$ cat src/rtl/ysyx_25030093_pc_pkg.sv
// Shared definitions for the program-counter generator:
//   next-PC select codes, FSM state encoding and default reset vector.
package ysyx_25030093_pc_pkg;

  // commit_sel encodings; 5-7 fall back to sequential
  localparam logic [2:0] SEL_SEQ  = 3'd0;
  localparam logic [2:0] SEL_JAL  = 3'd1;
  localparam logic [2:0] SEL_BR   = 3'd2;
  localparam logic [2:0] SEL_JALR = 3'd3;
  localparam logic [2:0] SEL_CSR  = 3'd4;

  localparam logic [1:0] ST_BOOT  = 2'd0;
  localparam logic [1:0] ST_OFFER = 2'd1;
  localparam logic [1:0] ST_WAIT  = 2'd2;

  localparam logic [31:0] DEFAULT_RESET_VEC = 32'h3000_0000;

endpackage

$ cat src/rtl/ysyx_25030093_pc_target.sv
// Combinational next-PC computation: adders, target mux and alignment check.
//   pc, sel, taken, len2, rs1, imm, csr_pc -> target, misaligned
module ysyx_25030093_pc_target
  import ysyx_25030093_pc_pkg::*;
#(
  parameter int unsigned XLEN  = 32,
  parameter int unsigned C_EXT = 0
) (
  input  logic [XLEN-1:0] pc,
  input  logic [2:0]      sel,
  input  logic            taken,
  input  logic            len2,
  input  logic [XLEN-1:0] rs1,
  input  logic [XLEN-1:0] imm,
  input  logic [XLEN-1:0] csr_pc,
  output logic [XLEN-1:0] target,
  output logic            misaligned
);

  logic            short_insn;
  logic [XLEN-1:0] seq_pc;
  logic [XLEN-1:0] rel_pc;
  logic [XLEN-1:0] jalr_sum;

  // the 16-bit length flag only matters when compressed instructions exist
  assign short_insn = (C_EXT != 0) && len2;
  assign seq_pc     = pc + (short_insn ? XLEN'(2) : XLEN'(4));
  assign rel_pc     = pc + imm;
  assign jalr_sum   = rs1 + imm;

  always_comb begin
    target = seq_pc;
    case (sel)
      SEL_JAL:  target = rel_pc;
      SEL_BR:   target = taken ? rel_pc : seq_pc;
      SEL_JALR: target = jalr_sum & ~XLEN'(1);
      SEL_CSR:  target = csr_pc & ~XLEN'(1);
      default:  target = seq_pc;
    endcase
  end

  // JALR/CSR clear bit 0, so with C_EXT they can never trip this
  assign misaligned = (C_EXT != 0) ? target[0] : target[1];

endmodule

$ cat src/rtl/ysyx_25030093_pc_gen.sv
// Program-counter generator between the WBU and the IFU.
// Holds the PC, offers it to the IFU over valid/ready, updates it on WBU
// commit or external redirect, and pulses misalign_valid for bad targets.
// Ports:
//   clock, reset                 single clock, synchronous active-high reset
//   commit_*, rs1/imm/csr_pc     retire information from the WBU
//   redir_valid, redir_pc        interrupt/debug redirect, highest priority
//   pc, out_valid, out_ready     fetch handshake towards the IFU
//   misalign_valid/addr          misaligned-target report
//
// state    | meaning
// ST_BOOT  | just left reset, nothing offered yet
// ST_OFFER | pc offered to IFU, out_valid=1
// ST_WAIT  | pc accepted, waiting for the WBU to commit it
module ysyx_25030093_pc_gen
  import ysyx_25030093_pc_pkg::*;
#(
  parameter int unsigned     XLEN      = 32,
  parameter logic [XLEN-1:0] RESET_VEC = XLEN'(DEFAULT_RESET_VEC),
  parameter int unsigned     C_EXT     = 0
) (
  input  logic            clock,
  input  logic            reset,
  input  logic            commit_valid,
  input  logic [2:0]      commit_sel,
  input  logic            commit_taken,
  input  logic            commit_len2,
  input  logic [XLEN-1:0] rs1_data,
  input  logic [XLEN-1:0] imm_data,
  input  logic [XLEN-1:0] csr_pc,
  input  logic            redir_valid,
  input  logic [XLEN-1:0] redir_pc,
  output logic [XLEN-1:0] pc,
  output logic            out_valid,
  input  logic            out_ready,
  output logic            misalign_valid,
  output logic [XLEN-1:0] misalign_addr
);

  logic [1:0]      state;
  logic [XLEN-1:0] target;
  logic            misaligned;

  ysyx_25030093_pc_target #(
    .XLEN  (XLEN),
    .C_EXT (C_EXT)
  ) u_target (
    .pc         (pc),
    .sel        (commit_sel),
    .taken      (commit_taken),
    .len2       (commit_len2),
    .rs1        (rs1_data),
    .imm        (imm_data),
    .csr_pc     (csr_pc),
    .target     (target),
    .misaligned (misaligned)
  );

  always_ff @(posedge clock) begin
    if (reset) begin
      pc             <= RESET_VEC;
      state          <= ST_BOOT;
      out_valid      <= 1'b0;
      misalign_valid <= 1'b0;
      misalign_addr  <= '0;
    end else begin
      misalign_valid <= 1'b0;
      if (redir_valid) begin
        // redirect wins over any commit and withdraws a pending offer
        pc        <= redir_pc & ~XLEN'(1);
        state     <= ST_OFFER;
        out_valid <= 1'b1;
      end else begin
        case (state)
          ST_BOOT: begin
            state     <= ST_OFFER;
            out_valid <= 1'b1;
          end
          ST_OFFER: begin
            if (out_ready) begin
              state     <= ST_WAIT;
              out_valid <= 1'b0;
            end
          end
          ST_WAIT: begin
            if (commit_valid) begin
              if (misaligned) begin
                misalign_valid <= 1'b1;
                misalign_addr  <= target;
              end else begin
                pc        <= target;
                state     <= ST_OFFER;
                out_valid <= 1'b1;
              end
            end
          end
          default: begin
            state     <= ST_BOOT;
            out_valid <= 1'b0;
          end
        endcase
      end
    end
  end

  // a commit while the pc is still on offer means the WBU ran ahead of fetch
  a_no_commit_in_offer: assert property (@(posedge clock) disable iff (reset)
    !(commit_valid && !redir_valid && state == ST_OFFER))
    else $error("commit_valid asserted while pc still offered");

endmodule

$ cat config.mk
export PLATFORM = sky130hd
export DESIGN_NAME = ysyx_25030093_pc_gen
export DESIGN_NICKNAME = d
export VERILOG_FILES = /design/src/rtl/ysyx_25030093_pc_pkg.sv /design/src/rtl/ysyx_25030093_pc_target.sv /design/src/rtl/ysyx_25030093_pc_gen.sv
export SDC_FILE = /design/constraint.sdc
export NUM_CORES = 1
export LEC_CHECK = 0
export ABC_AREA = 1
export CORE_MARGIN = 10
export CORE_UTILIZATION = 56
export CTS_CLUSTER_SIZE = 12
export DETAILED_ROUTE_END_ITERATION = 6
export GPL_TIMING_DRIVEN = 0
export HOLD_SLACK_MARGIN = 0.15
export PLACE_DENSITY = 0.9
export SYNTH_ARGS = -nofsm -noshare
export SYNTH_HDL_FRONTEND = slang
export SYNTH_SLANG_ARGS = --single-unit
$ cat constraint.sdc
create_clock -name clock -period 5.3 [get_ports clock]
set_input_delay 1.06 -clock clock [delete_from_list [all_inputs] [get_ports clock]]
set_output_delay 1.06 -clock clock [all_outputs]
set_load 0.05 [all_outputs]
Word-level counts from Yosys, hierarchy flattened
Index checks and enable logic that the tools add are counted.
{"block": "totals", "reg_bits": 68, "inputBits": 138, "out_inout_bits": 66, "elab_cells": 54}
{"block": "classes", "addsub": 3, "n_eq_ne": 13, "muxes": 17, "bitwise_logic": 4, "n_reduce_logical": 10}
{"cell": "$mux 32", "count": 5}
{"cell": "$pmux 32 s4", "count": 1}
{"cell": "$add 32x32->32", "count": 2}
{"cell": "$add 32x3->32 const B", "count": 1}
{"cell": "$reduce_and 3->1", "count": 4}
{"cell": "$ne 3x3->1 const B", "count": 3}
{"cell": "$ne 2x2->1 const B", "count": 4}
{"cell": "$eq 3x2->1 const B", "count": 2}
{"cell": "$mux 1", "count": 6}
{"cell": "$mux 2", "count": 3}
{"cell": "$pmux 2 s3", "count": 1}
{"cell": "$not 1->1", "count": 4}
{"cell": "$reduce_and 4->1", "count": 1}
{"cell": "$reduce_bool 2->1", "count": 2}
{"cell": "$reduce_or 4->1", "count": 1}
{"cell": "$eq 3x1->1 const B", "count": 1}
{"cell": "$eq 3x3->1 const B", "count": 1}
{"cell": "$pmux 1 s3", "count": 1}
{"cell": "$eq 2x1->1 const B", "count": 1}
{"cell": "$eq 2x2->1 const B", "count": 1}
{"cell": "$logic_not 2->1", "count": 1}
{"cell": "$reduce_or 2->1", "count": 1}

Depth between registers and ports, before layout
{"block": "logic_depth", "word_depth": 7, "ltp_mapped": 16, "mapped_depth_nobuf": 16}

Cells and area by module
A second synthesis with hierarchy kept.
{"block": "unflattened", "cells_unflattened": 1754, "area_unflattened_um2": 9273.9}
{"module": "ysyx_25030093_pc_target", "n_inst": 1, "cells_per_inst": 1290, "area_each_um2": 6138.4, "seq_area_each_um2": 0.0}
{"module": "ysyx_25030093_pc_gen", "n_inst": 1, "cells_per_inst": 464, "area_each_um2": 3135.5, "seq_area_each_um2": 1341.3}

Least setup slack after synthesis
No wires, ideal clock.
{"block": "synth_path", "path_kind": "input to register", "startpoint": "in imm_data[0]", "endpoint": "reg pc[16]", "setup_time_ns": 0.132, "t_arrival_ns": 2.711, "required_ns": 5.168, "path_slack_ns": 2.456, "cell_stages": 13, "path_buffers": 0, "path_cell_list": "ha_1 -> fa_1 -> nand3_1 -> nand3_1 -> nand2_1 -> nand2_1 -> nand2_1 -> nand2_1 -> or2_2 -> nand3_1 -> nand3b_1 -> nand3_1 -> a21oi_1"}
{"block": "synth_between", "elab_chain_len": 7, "word_cells_on_any_way": 10, "cone_classes": "add/sub: 2; eq/ne: 1; mux: 6; reduce/logical: 1"}
{"element": "from (decl)", "line_no": "ysyx_25030093_pc_gen.sv:29", "rtl": "input logic [XLEN-1:0] imm_data,"}
{"element": "$add 32x32->32", "line_no": "ysyx_25030093_pc_target.sv:28", "rtl": "assign rel_pc = pc + imm;"}
{"element": "$mux 32", "line_no": "ysyx_25030093_pc_target.sv:35", "rtl": "SEL_BR: target = taken ? rel_pc : seq_pc;"}
{"element": "$pmux 32 s4 (*)", "line_no": "ysyx_25030093_pc_target.sv:33", "rtl": "case (sel)"}
{"element": "$mux 32", "line_no": "ysyx_25030093_pc_gen.sv:87", "rtl": "if (misaligned) begin"}
{"element": "$mux 32", "line_no": "ysyx_25030093_pc_gen.sv:86", "rtl": "if (commit_valid) begin"}
{"element": "$mux 32", "line_no": "ysyx_25030093_pc_gen.sv:74", "rtl": "case (state)"}
{"element": "$mux 32", "line_no": "ysyx_25030093_pc_gen.sv:68", "rtl": "if (redir_valid) begin"}
{"element": "to (signal assigned)", "line_no": "ysyx_25030093_pc_gen.sv:70", "rtl": "pc <= redir_pc & ~XLEN'(1);"}
{"element": "to (signal assigned)", "line_no": "ysyx_25030093_pc_gen.sv:91", "rtl": "pc <= target;"}
{"element": "to (decl)", "line_no": "ysyx_25030093_pc_gen.sv:33", "rtl": "output logic [XLEN-1:0] pc,"}
Every way passes the cells marked *; elsewhere a longest branch is shown, timed or not. The select of a mux whose other input is x is not followed.
A chain may end at the register's enable or synchronous reset.

Worst setup path after layout
{"block": "layout_path", "startpoint": "in imm_data[0]", "endpoint": "reg misalign_addr[28]"}
{"block": "layout_between", "elab_chain_len": 4, "word_cells_on_any_way": 5, "cone_classes": "add/sub: 2; mux: 2; reduce/logical: 1"}
{"element": "$add 32x32->32", "line_no": "ysyx_25030093_pc_target.sv:28"}
{"element": "$mux 32", "line_no": "ysyx_25030093_pc_target.sv:35"}
{"element": "$pmux 32 s4 (*)", "line_no": "ysyx_25030093_pc_target.sv:33"}
{"element": "$reduce_and 4->1 (no source line)"}
{"element": "to (signal assigned)", "line_no": "ysyx_25030093_pc_gen.sv:89", "rtl": "misalign_addr <= target;"}
{"element": "to (decl)", "line_no": "ysyx_25030093_pc_gen.sv:37", "rtl": "output logic [XLEN-1:0] misalign_addr"}
Every way passes the cells marked *; elsewhere a longest branch is shown, timed or not.

==> results by group <==
STA
  – Setup TNS: 0 ns
  – Final Hold Viols: 0
  – Period Utilization, post-route: 0.738
  – Fin. max-slew vios: 0
  – Slew margin rel.: 0.456
  – Setup violation total in the final timing report: 0
  – Highest clock rate: 0.256 GHz
  – Post-layout min period: 3.91 ns
  – Max Clock Skew: 0.0115 ns
  – Fin Hold WS: 0.477 ns
  – Least-Margin Pin Slew: 0.816 ns
  – RSZ-0062 raised after global routing: no

Clock tree
  – Cts repair resizes: 0
  – # Post-CTS Setup Buffers: 0
  – Clock latency on the worst-skew pair: 0.34 ns
  – CTS tree: built
  – Clk sink count: 67
  – H-tree level count: 3
  – CTS Buffer Depth: 2
  – CTS clk-pin slew, worst paths: 0.07 ns
  – Num CTS Buffers: 9
  – Clock root buffer: clkbuf_16
  – Post-CTS Hold Buffers: 0

Setup path
  – Worst path bufs/invs: 2
  – Worst setup EP type: flip-flop
  – Worst Path Arrival: 4.14 ns
  – WP data required: ~5.5 ns
  – Most frequent cell on the critical path: nand2_1
  – R2R Setup Slk: 2.49 ns
  – Worst path max stage delay: ~0.53 ns
  – Worst Path Max Fanout: 4
  – Slowest cell on the critical path: clkdlybuf4s50_1
  – Worst path top cell family by delay: simple AND/OR/NAND/NOR gates
  – Cell Chain, Critical Path: clkdlybuf4s50_1 -> nand2_1 -> inv_1 -> fa_1 -> nand2_1 -> o21bai_1 -> nand2_1 -> nand2_1 -> nand2_1 -> nand2_1 -> nand2_1 -> nand2_1 -> nand2_1 -> nand3_1 -> nand4_1 -> nor2_1 -> nor2_1
  – Kind of critical path: in2reg
  – Kind of start point of the critical path: primary input

Synthesis
  – Synth Cell Area: 8660 um2
  – Post-synthesis instance total: 1,624
  – Distinct cells, synth: 40
  – Flops & latches, synth: 67
  – Yosys synthesis warning count: 0
  – Post-Syn Area per Cell: ~5.3 um2
  – Post-Syn Nets: roughly 1,800
  – Sequential fraction of the synthesis area: 0.155

Global routing
  – Largest net degree at the start of global routing: 15
  – Initial antenna violation count: 0
  – First-pass GRT wire length: approximately 60,000 um
  – Gr ovfl total: 0
  – Tot GR Track Use: 0.370
  – Vias in the first global route: 11,100

Hold path
  – Min-delay worst type: reg2reg

Placement
  – Post-DP HPWL: 32,900 um
  – I/O Buffers: 198
  – GP Congestion: 1.11

Drt
  – Router iterations before antenna repair: 7
  – Final ANT Viol Nets: 0
  – DRC: 32
  – Starting DRT DRC Count: 1,630
  – DR WL/cell: 19.8 um
  – Vias per cell: 5.93
  – Via Count: 12,000
  – DRT Wirelength: 40,000 um

Floorplan
  – Core Region: 15,200 um2
  – Starting density of the core: 0.570
  – Chip width: 144 um
  – Io pins: about 200
  – Die height: 144 um
  – Die area: 20,800 um2
  – Site Rows: between 40 and 50

Finish
  – Register area: 1340 um2
  – Area of the multi-input gates: just over 6000 um2
  – Most frequent cells in the layout: nand2_1 (570), inv_1 (245), clkdlybuf4s50_1 (198)
  – Share of layout cells above drive strength 1: 0.0381
  – Commonest non-fill, non-tap cell in the layout: nand2_1
  – Ant diodes: 0
  – Layout fillers: approximately 1,300
  – Layout Area Growth over Synthesis: 29.1%
  – Final net count: 2,035

Power and ir drop
  – Sequential Power Share: 0.271
  – VDD IR max: 216 uV
  – Internal: 1200 uW
  – Cell Pwr Density: 183 nW/um2
  – NetSw: about 850 uW
  – Combinational fraction of design power: 0.419
  – Total Power: between 2000 and 2500 uW
  – Switching Share: 0.414
  – LEAKAGE: 0.00553 uW
  – Power share of the clock group: 0.310

Status
  – Status: finished with violations
  – Failing checks: DRC

Flow run
  – Maxcap violations: 0
-- Yosys cell counts --
| library cell | n | area share |
|---|---|---|
| a211oi_1 | 1 | 0.00087 |
| a21o_1 | 1 | 0.00087 |
| a21oi_1 | 96 | 0.055 |
| a21oi_2 | 6 | 0.0061 |
| a22oi_1 | 1 | 0.00087 |
| a31oi_1 | 4 | 0.0029 |
| and2_1 | 2 | 0.0014 |
| and3_1 | 1 | 0.00072 |
| buf_1 | 1 | 0.00043 |
| buf_2 | 10 | 0.0058 |
| buf_6 | 2 | 0.0026 |
| clkbuf_1 | 18 | 0.0078 |
| clkinv_1 | 1 | 0.00043 |
| dfxtp_1 | 67 | 0.15 |
| fa_1 | 2 | 0.0046 |
| ha_1 | 62 | 0.090 |
| inv_1 | 245 | 0.11 |
| inv_2 | 7 | 0.0030 |
| nand2_1 | 570 | 0.25 |
| nand2_2 | 2 | 0.0014 |
| nand2_4 | 2 | 0.0026 |
| nand3_1 | 124 | 0.072 |
| nand3_2 | 2 | 0.0023 |
| nand3b_1 | 10 | 0.0087 |
| nand4_1 | 41 | 0.030 |
| nor2_1 | 183 | 0.079 |
| nor2_2 | 7 | 0.0051 |
| nor3_1 | 24 | 0.014 |
| nor4_1 | 1 | 0.00072 |
| o2111ai_1 | 4 | 0.0040 |
| o211ai_1 | 2 | 0.0017 |
| o211ai_2 | 1 | 0.0014 |
| o21ai_0 | 68 | 0.039 |
| o21ai_1 | 11 | 0.0064 |
| o21ai_2 | 6 | 0.0061 |
| o21bai_1 | 16 | 0.014 |
| o221ai_1 | 2 | 0.0020 |
| or2_2 | 9 | 0.0065 |
| xnor2_1 | 5 | 0.0051 |
| xor2_1 | 7 | 0.0071 |
-- tightest hold or removal path, cell delays in order, from the launching register on --
cell     delay [ns]
dfxtp_1        0.32
nand2_1        0.07
nand2_1        0.05
-- layer usage --
metal,share of wire,vias to the layer above,track usage
met1,0.36,5286,0.440
met3,0.14,188,0.108
met4,0.055,0,0.171
li1,-,5630,-
met2,0.44,917,0.601
met5,0,-,0
-- registers in the layout, summed over array words and instances (netlist names) --
register and flops:
misalign_addr 32, misalign_valid 1, pc 32, state 2
-- final cells by class --
| class | count | share of cell area |
|---|---|---|
| plain buffers | 31 | 0.0129 |
| clock buffers | 9 | 0.0201 |
| clock inverters | 7 | 0.00716 |
| inverters | 253 | 0.0849 |
| multi-input cells | 1273 | 0.557 |
| flip-flops and latches | 67 | 0.120 |
| well taps | 188 | 0.0210 |
| repair buffers | 198 | 0.177 |
-- metrics by stage --
step                std cells  area (um2)   util  worst slack [ns]
finish                   2026       11200  0.736              1.39
global route             2026       11200  0.736              1.12
CTS                      2026       11200  0.736              1.47
detailed placement       2010       10900  0.716              1.14
global placement         2010       10900  0.716              1.18
floorplan                1624        8660      -              2.46
-- power by group through the flow --
stage	logic [uW]	clock network [uW]	registers [uW]
4_1_cts	830	621	552
6_report	858	635	557
2_1_floorplan	464	0	599
3_5_place_dp	819	0	563
5_1_grt	928	646	555
3_3_place_gp	806	0	563
-- worst paths after layout --
kind | from | endpoint | cells after the start
worst min register to register | misalign_addr[1] | misalign_addr[1] | 2
worst min-delay path | misalign_addr[1] | misalign_addr[1] | 2
worst max register to register | pc[0] | misalign_addr[28] | 14
worst max-delay path | imm_data[0] | misalign_addr[28] | 17
-- cells by family (layout without fill, tap and decap cells) --
family	count (synthesis)	in the layout	share of synthesized area
compound gates	219	219	0.142
xor+xnor	12	12	0.0121
fa+ha+maj	64	64	0.0942
buf+inv	284	498	0.126
flops	67	67	0.155
simple gates	978	978	0.471
Note: power is estimated with default switching activity, not from simulation.
